## src/rtl/hazwell_alu_pkg.sv

```systemverilog
// hazwell_alu_pkg: shared ALU types, opcodes and the slicing legality check.
package hazwell_alu_pkg;

    typedef struct packed {
        logic cout;
        logic ovf;
        logic zero;
    } alu_flags_t;

    localparam logic ALU_OP_ADD = 1'b0;
    localparam logic ALU_OP_SUB = 1'b1;

    // Slice width, or 0 when N cannot be split evenly into STAGES slices.
    function automatic int slice_width(input int n, input int stages);
        return (stages >= 1 && stages <= n && n % stages == 0) ? n / stages : 0;
    endfunction

endpackage

```

## src/rtl/pipe_addsub_slice.sv

```systemverilog
// adder_slice: combinational W-bit generate/propagate ripple slice.
module adder_slice #(
    parameter int W = 4
) (
    input  logic [W-1:0] i_a,
    input  logic [W-1:0] i_b,
    input  logic         i_c,
    output logic [W-1:0] o_s,
    output logic         o_co,
    output logic         o_cm
);
    logic [W-1:0] w_g;
    logic [W-1:0] w_p;
    logic [W:0]   w_c;

    assign w_g = i_a & i_b;
    assign w_p = i_a ^ i_b;

    always_comb begin
        w_c[0] = i_c;
        for (int i = 0; i < W; i++) w_c[i+1] = w_g[i] | (w_p[i] & w_c[i]);
    end

    assign o_s  = w_p ^ w_c[W-1:0];
    assign o_co = w_c[W];
    assign o_cm = w_c[W-1];
endmodule

```

## src/rtl/pipe_addsub.sv

```systemverilog
// pipe_addsub: STAGES-deep sliced add/subtract with registered carries and a
// global-stall valid/ready handshake.
module pipe_addsub
    import hazwell_alu_pkg::*;
#(
    parameter int N      = 16,
    parameter int STAGES = 4
) (
    input  logic         clk,
    input  logic         rst,
    input  logic         in_valid,
    output logic         in_ready,
    input  logic [N-1:0] a,
    input  logic [N-1:0] b,
    input  logic         sub,
    input  logic         cin,
    output logic         out_valid,
    input  logic         out_ready,
    output logic [N-1:0] s,
    output logic         cout,
    output logic         ovf,
    output logic         zero
);
    localparam int W = slice_width(N, STAGES);

    if (W == 0) begin : g_bad
        $fatal(1, "pipe_addsub: N must be a multiple of STAGES with 1 <= STAGES <= N");
    end

    logic         w_adv;
    logic [N-1:0] w_be;
    logic         w_ci;

    assign w_adv    = !out_valid || out_ready;
    assign in_ready = w_adv;
    assign w_be     = (sub == ALU_OP_ADD) ? b : ~b;
    assign w_ci     = cin ^ (sub == ALU_OP_SUB);

    // Stage k resolves slice k; r_s grows by one slice per stage while the
    // pending operand slices shrink by one.
    for (genvar k = 0; k < STAGES; k++) begin : g_st
        logic [W-1:0]       w_a;
        logic [W-1:0]       w_b;
        logic [W-1:0]       w_sl;
        logic               w_c;
        logic               w_v;
        logic               w_co;
        logic [(k+1)*W-1:0] w_s;
        logic [(k+1)*W-1:0] r_s;
        logic               r_v;

        if (k == 0) begin : g_src
            assign w_a = a[W-1:0];
            assign w_b = w_be[W-1:0];
            assign w_c = w_ci;
            assign w_v = in_valid;
            assign w_s = w_sl;
        end else begin : g_src
            assign w_a = g_st[k-1].g_fwd.r_a[W-1:0];
            assign w_b = g_st[k-1].g_fwd.r_b[W-1:0];
            assign w_c = g_st[k-1].g_fwd.r_c;
            assign w_v = g_st[k-1].r_v;
            assign w_s = {w_sl, g_st[k-1].r_s};
        end

        always_ff @(posedge clk or posedge rst) begin
            if (rst) begin
                r_v <= 1'b0;
                r_s <= '0;
            end else if (w_adv) begin
                r_v <= w_v;
                r_s <= w_s;
            end
        end

        if (k < STAGES - 1) begin : g_fwd
            localparam int R = N - (k + 1) * W;
            logic [R-1:0] r_a;
            logic [R-1:0] r_b;
            logic [R-1:0] w_na;
            logic [R-1:0] w_nb;
            logic         r_c;
            logic         w_cm_unused;

            if (k == 0) begin : g_nx
                assign w_na = a[N-1:W];
                assign w_nb = w_be[N-1:W];
            end else begin : g_nx
                assign w_na = g_st[k-1].g_fwd.r_a[R+W-1:W];
                assign w_nb = g_st[k-1].g_fwd.r_b[R+W-1:W];
            end

            adder_slice #(.W(W)) u_slice (
                .i_a (w_a),
                .i_b (w_b),
                .i_c (w_c),
                .o_s (w_sl),
                .o_co(w_co),
                .o_cm(w_cm_unused)
            );

            always_ff @(posedge clk or posedge rst) begin
                if (rst) begin
                    r_a <= '0;
                    r_b <= '0;
                    r_c <= 1'b0;
                end else if (w_adv) begin
                    r_a <= w_na;
                    r_b <= w_nb;
                    r_c <= w_co;
                end
            end
        end else begin : g_last
            logic       w_cm;
            alu_flags_t r_f;

            adder_slice #(.W(W)) u_slice (
                .i_a (w_a),
                .i_b (w_b),
                .i_c (w_c),
                .o_s (w_sl),
                .o_co(w_co),
                .o_cm(w_cm)
            );

            always_ff @(posedge clk or posedge rst) begin
                if (rst) r_f <= '0;
                else if (w_adv) r_f <= '{cout: w_co, ovf: w_co ^ w_cm, zero: (w_s == '0)};
            end
        end
    end

    assign out_valid = g_st[STAGES-1].r_v;
    assign s         = g_st[STAGES-1].r_s;
    assign cout      = g_st[STAGES-1].g_last.r_f.cout;
    assign ovf       = g_st[STAGES-1].g_last.r_f.ovf;
    assign zero      = g_st[STAGES-1].g_last.r_f.zero;
endmodule

```

## config.mk

```make
export PLATFORM = sky130hd
export DESIGN_NAME = pipe_addsub
export DESIGN_NICKNAME = d
export VERILOG_FILES = /design/src/rtl/hazwell_alu_pkg.sv /design/src/rtl/pipe_addsub_slice.sv /design/src/rtl/pipe_addsub.sv
export SDC_FILE = /design/constraint.sdc
export NUM_CORES = 1
export LEC_CHECK = 0
export BUFFER_PORTS_ARGS = -buffer_cell sky130_fd_sc_hd__buf_2
export CAP_MARGIN = 20
export CORE_ASPECT_RATIO = 0.8
export CORE_UTILIZATION = 60
export CTS_CLUSTER_DIAMETER = 40
export CTS_CLUSTER_SIZE = 10
export DETAILED_ROUTE_END_ITERATION = 16
export GPL_TIMING_DRIVEN = 0
export PLACE_DENSITY_LB_ADDON = 0.2
export SETUP_SLACK_MARGIN = 0.3
export SYNTH_ARGS = -nofsm -noshare
export SYNTH_HDL_FRONTEND = slang
export SYNTH_SLANG_ARGS = --single-unit
export TNS_END_PERCENT = 5
```

## constraint.sdc

```tcl
create_clock -name clk -period 4.5 [get_ports clk]
set_clock_uncertainty 0.15 [all_clocks]
set_input_delay 0 -clock clk [delete_from_list [all_inputs] [get_ports clk]]
set_output_delay 0 -clock clk [all_outputs]
set_load 0.1 [all_outputs]
```

# Yosys cells after proc, flatten, opt, wreduce, memory -nomap -nowiden

Index checks and enable logic that the tools add are counted.

Register bits: 98
Input bits: 38
Output and inout bits: 21

Muxes and demuxes: 1
Bitwise gates (word level): 47
Reductions and logical operators: 3

Operator list:

| kind               | number |
|---|---|
| $xor A4 B4 Y4      | 8 |
| $and A1 B1 Y1      | 16 |
| $and A4 B4 Y4      | 4 |
| $logic_not A16 Y1  | 1 |
| $mux W16           | 1 |
| $not A16 Y16       | 1 |
| $or A1 B1 Y1       | 16 |
| $xor A1 B1 Y1      | 2 |
| $logic_not A1 Y1   | 1 |
| $logic_or A1 B1 Y1 | 1 |

# Depth between registers and ports, before layout

Depth in word-level cells: 11
Depth in mapped cells: 10
Mapped depth without buffers: 10

# Hierarchy

A second synthesis with hierarchy kept.

Cell total of the unflattened synthesis: 481
Area total of the unflattened synthesis: 4339.2 µm²

By module, submodules not included:

| module      | times used | cells each | area an instance (µm²) |
|---|---|---|---|
| pipe_addsub | 1          | 425        | 3868.7 |
| adder_slice | 4          | 14         | 117.6 |

# Least setup slack after synthesis

OpenSTA, ideal clock, no wires.

Path kind: input port to flip-flop
Start point: input port sub
End point: register g_st[0].r_s[3]
Setup time: 0.125 ns
Arrival: 2.337 ns
Data required time: 4.225 ns
Slack: 1.888 ns
Stages: 9
Cell sequence: buf_4 > buf_4 > xnor2_1 > fa_1 > fa_1 > fa_1 > inv_1 > fa_1 > mux2_4

Cells in the longest elaborated chain, start to end: 9
Elaborated cells between the ends (all ways): 11

RTL lines:

| element                                | RTL line                | RTL |
|---|---|---|
| from (decl)                            | pipe_addsub.sv:15       | `input logic sub,` |
| $mux W16                               | pipe_addsub.sv:36       | `assign w_be = (sub == ALU_OP_ADD) ? b : ~b;` |
| $xor A4 B4 Y4                          | pipe_addsub_slice.sv:17 | `assign w_p = i_a ^ i_b;` |
| $and A1 B1 Y1                          | pipe_addsub_slice.sv:21 | `for (int i = 0; i < W; i++) w_c[i+1] = w_g[i] \| (w_p[i] & w_c[i]);` |
| $or A1 B1 Y1                           | pipe_addsub_slice.sv:21 |  |
| $and A1 B1 Y1                          | pipe_addsub_slice.sv:21 |  |
| $or A1 B1 Y1                           | pipe_addsub_slice.sv:21 |  |
| $and A1 B1 Y1                          | pipe_addsub_slice.sv:21 |  |
| $or A1 B1 Y1                           | pipe_addsub_slice.sv:21 |  |
| $xor A4 B4 Y4 *                        | pipe_addsub_slice.sv:24 | `assign o_s = w_p ^ w_c[W-1:0];` |
| named net g_st[0].g_fwd.u_slice.o_s[3] | pipe_addsub_slice.sv:8  | `output logic [W-1:0] o_s,` |
| to (signal assigned)                   | pipe_addsub.sv:72       | `r_s <= w_s;` |
| to (decl)                              | pipe_addsub.sv:49       | `logic [(k+1)*W-1:0] r_s;` |

Mark *: on every way through the listed nets, which the timed path passes. The rest lies on a longest branch.
A chain may end at the register's enable or synchronous reset.

# Worst setup path in the final report

Start point: register g_st[2].g_fwd.r_a[0]
End point: register g_st[3].g_last.r_f (netlist bit zero)

Cells in the longest elaborated chain, start to end: 9
Elaborated cells between the ends (all ways): 10

RTL lines:

| element                | RTL line                | RTL |
|---|---|---|
| from (decl)            | pipe_addsub.sv:78       | `logic [R-1:0] r_a;` |
| from (signal assigned) | pipe_addsub.sv:108      | `r_a <= w_na;` |
| $xor A4 B4 Y4          | pipe_addsub_slice.sv:17 |  |
| $and A1 B1 Y1          | pipe_addsub_slice.sv:21 |  |
| $or A1 B1 Y1           | pipe_addsub_slice.sv:21 |  |
| $and A1 B1 Y1          | pipe_addsub_slice.sv:21 |  |
| $or A1 B1 Y1           | pipe_addsub_slice.sv:21 |  |
| $and A1 B1 Y1          | pipe_addsub_slice.sv:21 |  |
| $or A1 B1 Y1           | pipe_addsub_slice.sv:21 |  |
| $xor A4 B4 Y4 *        | pipe_addsub_slice.sv:24 |  |
| $logic_not A16 Y1 *    | pipe_addsub.sv:128      | `else if (w_adv) r_f <= '{cout: w_co, ovf: w_co ^ w_cm, zero: (w_s == '0)};` |
| to (signal assigned)   | pipe_addsub.sv:128      |  |
| to (decl)              | pipe_addsub.sv:115      | `alu_flags_t r_f;` |

Mark *: on every way between the ends. The rest lies on a longest branch, timed or not.

==> impl_metrics.csv <==
group,metric,value,unit
sta,finalCriticalPeriod,2.90,ns
routing,dr.pass1.iters,4,
floorplan,design.core.area,7430,um^2
placed_design,hpwlAfterDp,5780,um
routing,wl_met3,339,um
final_layout,fin_nets,479,
routing,drc_errors,0,
sta,tightest_slew,0.494,ns
routing,dr_total_vias,2700,
critical_path,path_class,"register to register",
final_layout,antenna_cells,0,
power_and_ir_drop,p_per_area,779,nW/um^2
global_route,grt_use_total,23.9,%
yosys,syn_nets,370,
floorplan,die_w,100,um
critical_path,crit_arrival,3.04,ns
sta,fmax,344,MHz
global_route,first_global_vias,2841,
yosys,synth_warnings,0,
sta,whs,0.0570,ns
power_and_ir_drop,leakage,2.75,nW
global_route,antenna_found_initial,0,
placed_design,placed_cells,479,
routing,wl_met1,3990,um
placed_design,io_buffers,57,
clock_network,cts-resized-gates,0,
clock_network,ctsLongestPathBuffers,2,
clock_network,cts_setup_buffers,0,
yosys,synth-edff-count,0,
routing,drtIter0Drc,72,
sta,post-route-period-util,64.5,%
yosys,synthCells,316,
sta,final_hold_viol_count,0,
sta,rsz0062_at_grt,"false",
yosys,synth_cell_types,23,
routing,wl,8700,um
critical_path,required,4.64,ns
clock_network,htree_levels,3,
final_layout,post-route-cell-area,5710,um^2
sta,fin_setup_tns,0,ns
floorplan,rows,28,
placed_design,gp_congestion,0.760,
global_route,grt_max_degree,60,
job,maxCapViolations,0,
floorplan,die_area,8070,um^2
routing,ant_nets,0,
yosys,async_flop_share,100,%
critical_path,setup.worst_path.start_class,"register",
clock_network,clk_pin_slew_worst_paths,0.09,ns
clock_network,clock_sinks,98,
sta,report.final.setup_viol,0,
final_layout,final_util,76.9,%
floorplan,num_io_pins,59,
routing,top_layer_used,"met4",
floorplan,die_y,80.6,um
yosys,netlist_area,4630,um^2
power_and_ir_drop,total_power,4.45,mW
final_layout,syn_to_final_growth,23.4,%
clock_network,clkLatencyLatePin,0.36,ns
yosys,ys.flop_type,"dfrtp_1",
routing,via_per_inst,5.05,
global_route,grt_first_pass_wirelength,14100,um
clock_network,cts_root_buf,"clkbuf_8",
clock_network,cts_made_buffers,9,
yosys,syn_avg_cell_area,14.7,um^2
final_layout,drive_gt1_share,41.2,%
sta,slew_headroom,67.1,%
power_and_ir_drop,vdd_ir_drop_max,0.537,mV
final_layout,layout_commonest_cell,"dfrtp_1",
final_layout,final_cells,535,
floorplan,initial_utilization,62.3,%
sta,setup_slack,1.60,ns
placed_design,place_area,5080,um^2
routing,routedWlPerCell,16.3,um
critical_path,critPathMaxFanout,2,
routing,dr_wl_met2,4220,um
final_layout,final_cell_mix,"dfrtp_1, mux2_4, buf_2, dlygate4sd3_1, inv_1",
clock_network,hold_buffers,40,
clock_network,cts_tree,"built",
placed_design,preCtsSetupSlack,1.65,ns
sta,drv_slew,0,
run_status,status,"finished, final reports clean",
worst_hold_path,holdCritPathClass,"input pin to async pin",
yosys,ys_ff_latch,98,
yosys,synth_seq_area_share,53.0,%
global_route,grt-ovfl-total,0,
critical_path,end_kind,"register",
[cells in the mapped netlist (2+ instances only)]
master | instances | area, um^2
dfrtp_1 | 98 | 2450
mux2_4 | 60 | 901
inv_1 | 27 | 101
nor2_1 | 17 | 63.8
fa_1 | 16 | 320
xnor2_1 | 14 | 123
a21oi_2 | 13 | 114
nand2_1 | 13 | 48.8
a21oi_1 | 10 | 50.1
o21ai_1 | 8 | 40.0
buf_12 | 7 | 140
buf_6 | 6 | 67.6
nor2_2 | 6 | 37.5
o21ai_2 | 5 | 43.8
xor2_1 | 4 | 35.0
buf_2 | 2 | 10.0
buf_4 | 2 | 15.0
nor4_1 | 2 | 12.5
nor4b_1 | 2 | 17.5
[sequential cells by signal, summed over array words and instances (netlist names)]
| signal | flops |
|---|---|
| cout | 1 |
| s | 16 |
| g_st.g_fwd.r_c | 3 |
| g_st.r_s | 24 |
| out_valid | 1 |
| g_st.r_v | 3 |
| zero | 1 |
| g_st.g_fwd.r_b | 24 |
| g_st.g_fwd.r_a | 24 |
| ovf | 1 |
[final timing paths]
check,from,end,slack [ns],depth (start not counted)
setup / recovery,g_st[2].g_fwd.r_a[0]$_DFFE_PP0P_,zero$_DFFE_PP0P_,1.60,10
hold / removal,rst,g_st[1].g_fwd.r_a[5]$_DFFE_PP0P_,0.06,3
setup reg to reg,g_st[2].g_fwd.r_a[0]$_DFFE_PP0P_,zero$_DFFE_PP0P_,1.60,10
hold reg to reg,g_st[2].r_v$_DFFE_PP0P_,out_valid$_DFFE_PP0P_,0.32,1
max in group asynchronous,rst,g_st[1].g_fwd.r_a[0]$_DFFE_PP0P_,3.49,4
min in group clk,b[3],g_st[0].g_fwd.r_c$_DFFE_PP0P_,0.11,5
[cells by family (layout without fill, tap and decap cells)]
group           Yosys count  after routing  share of synthesized area (%)
buf+inv                  44            158                           7.22
mux                      61             61                           19.7
simple gates             43             43                           4.46
compound gates           36             36                           5.35
fa+ha+maj                16             16                           6.92
flops                    98             98                           53.0
xor+xnor                 18             18                           3.41
[metal layers]
| metal | vias up | track usage [%] |
|---|---|---|
| li1 | 1257 | - |
| met1 | 1365 | 30.9 |
| met2 | 58 | 40.4 |
| met3 | 20 | 5.13 |
| met4 | 0 | 7.68 |
| met5 | - | 0 |
[where the power goes]
group | internal (mW) | total, mW | switching (mW)
clock | 0.346 | 0.643 | 0.296
combinational | 0.946 | 2.26 | 1.31
sequential | 1.28 | 1.55 | 0.270
[cell type report]
cell class / instances / area, um^2
multi-input combinational: 174 / 1840
tap: 105 / 131
clock inverter: 5 / 86.3
buffer: 17 / 233
sequential: 98 / 2450
timing repair buffer: 98 / 713
fill: 477 / 1710
inverter: 27 / 104
clock buffer: 11 / 151
[critical path, cell delays in order, from the launching register on]
cell     delay [ns]
dfrtp_1        0.33
inv_1          0.07
fa_1           0.43
inv_1          0.11
fa_1           0.19
fa_1           0.26
inv_1          0.08
fa_1           0.60
nor4b_1        0.29
nand4_1        0.15
mux2i_1        0.17
Power figures use the tool's default switching activity.
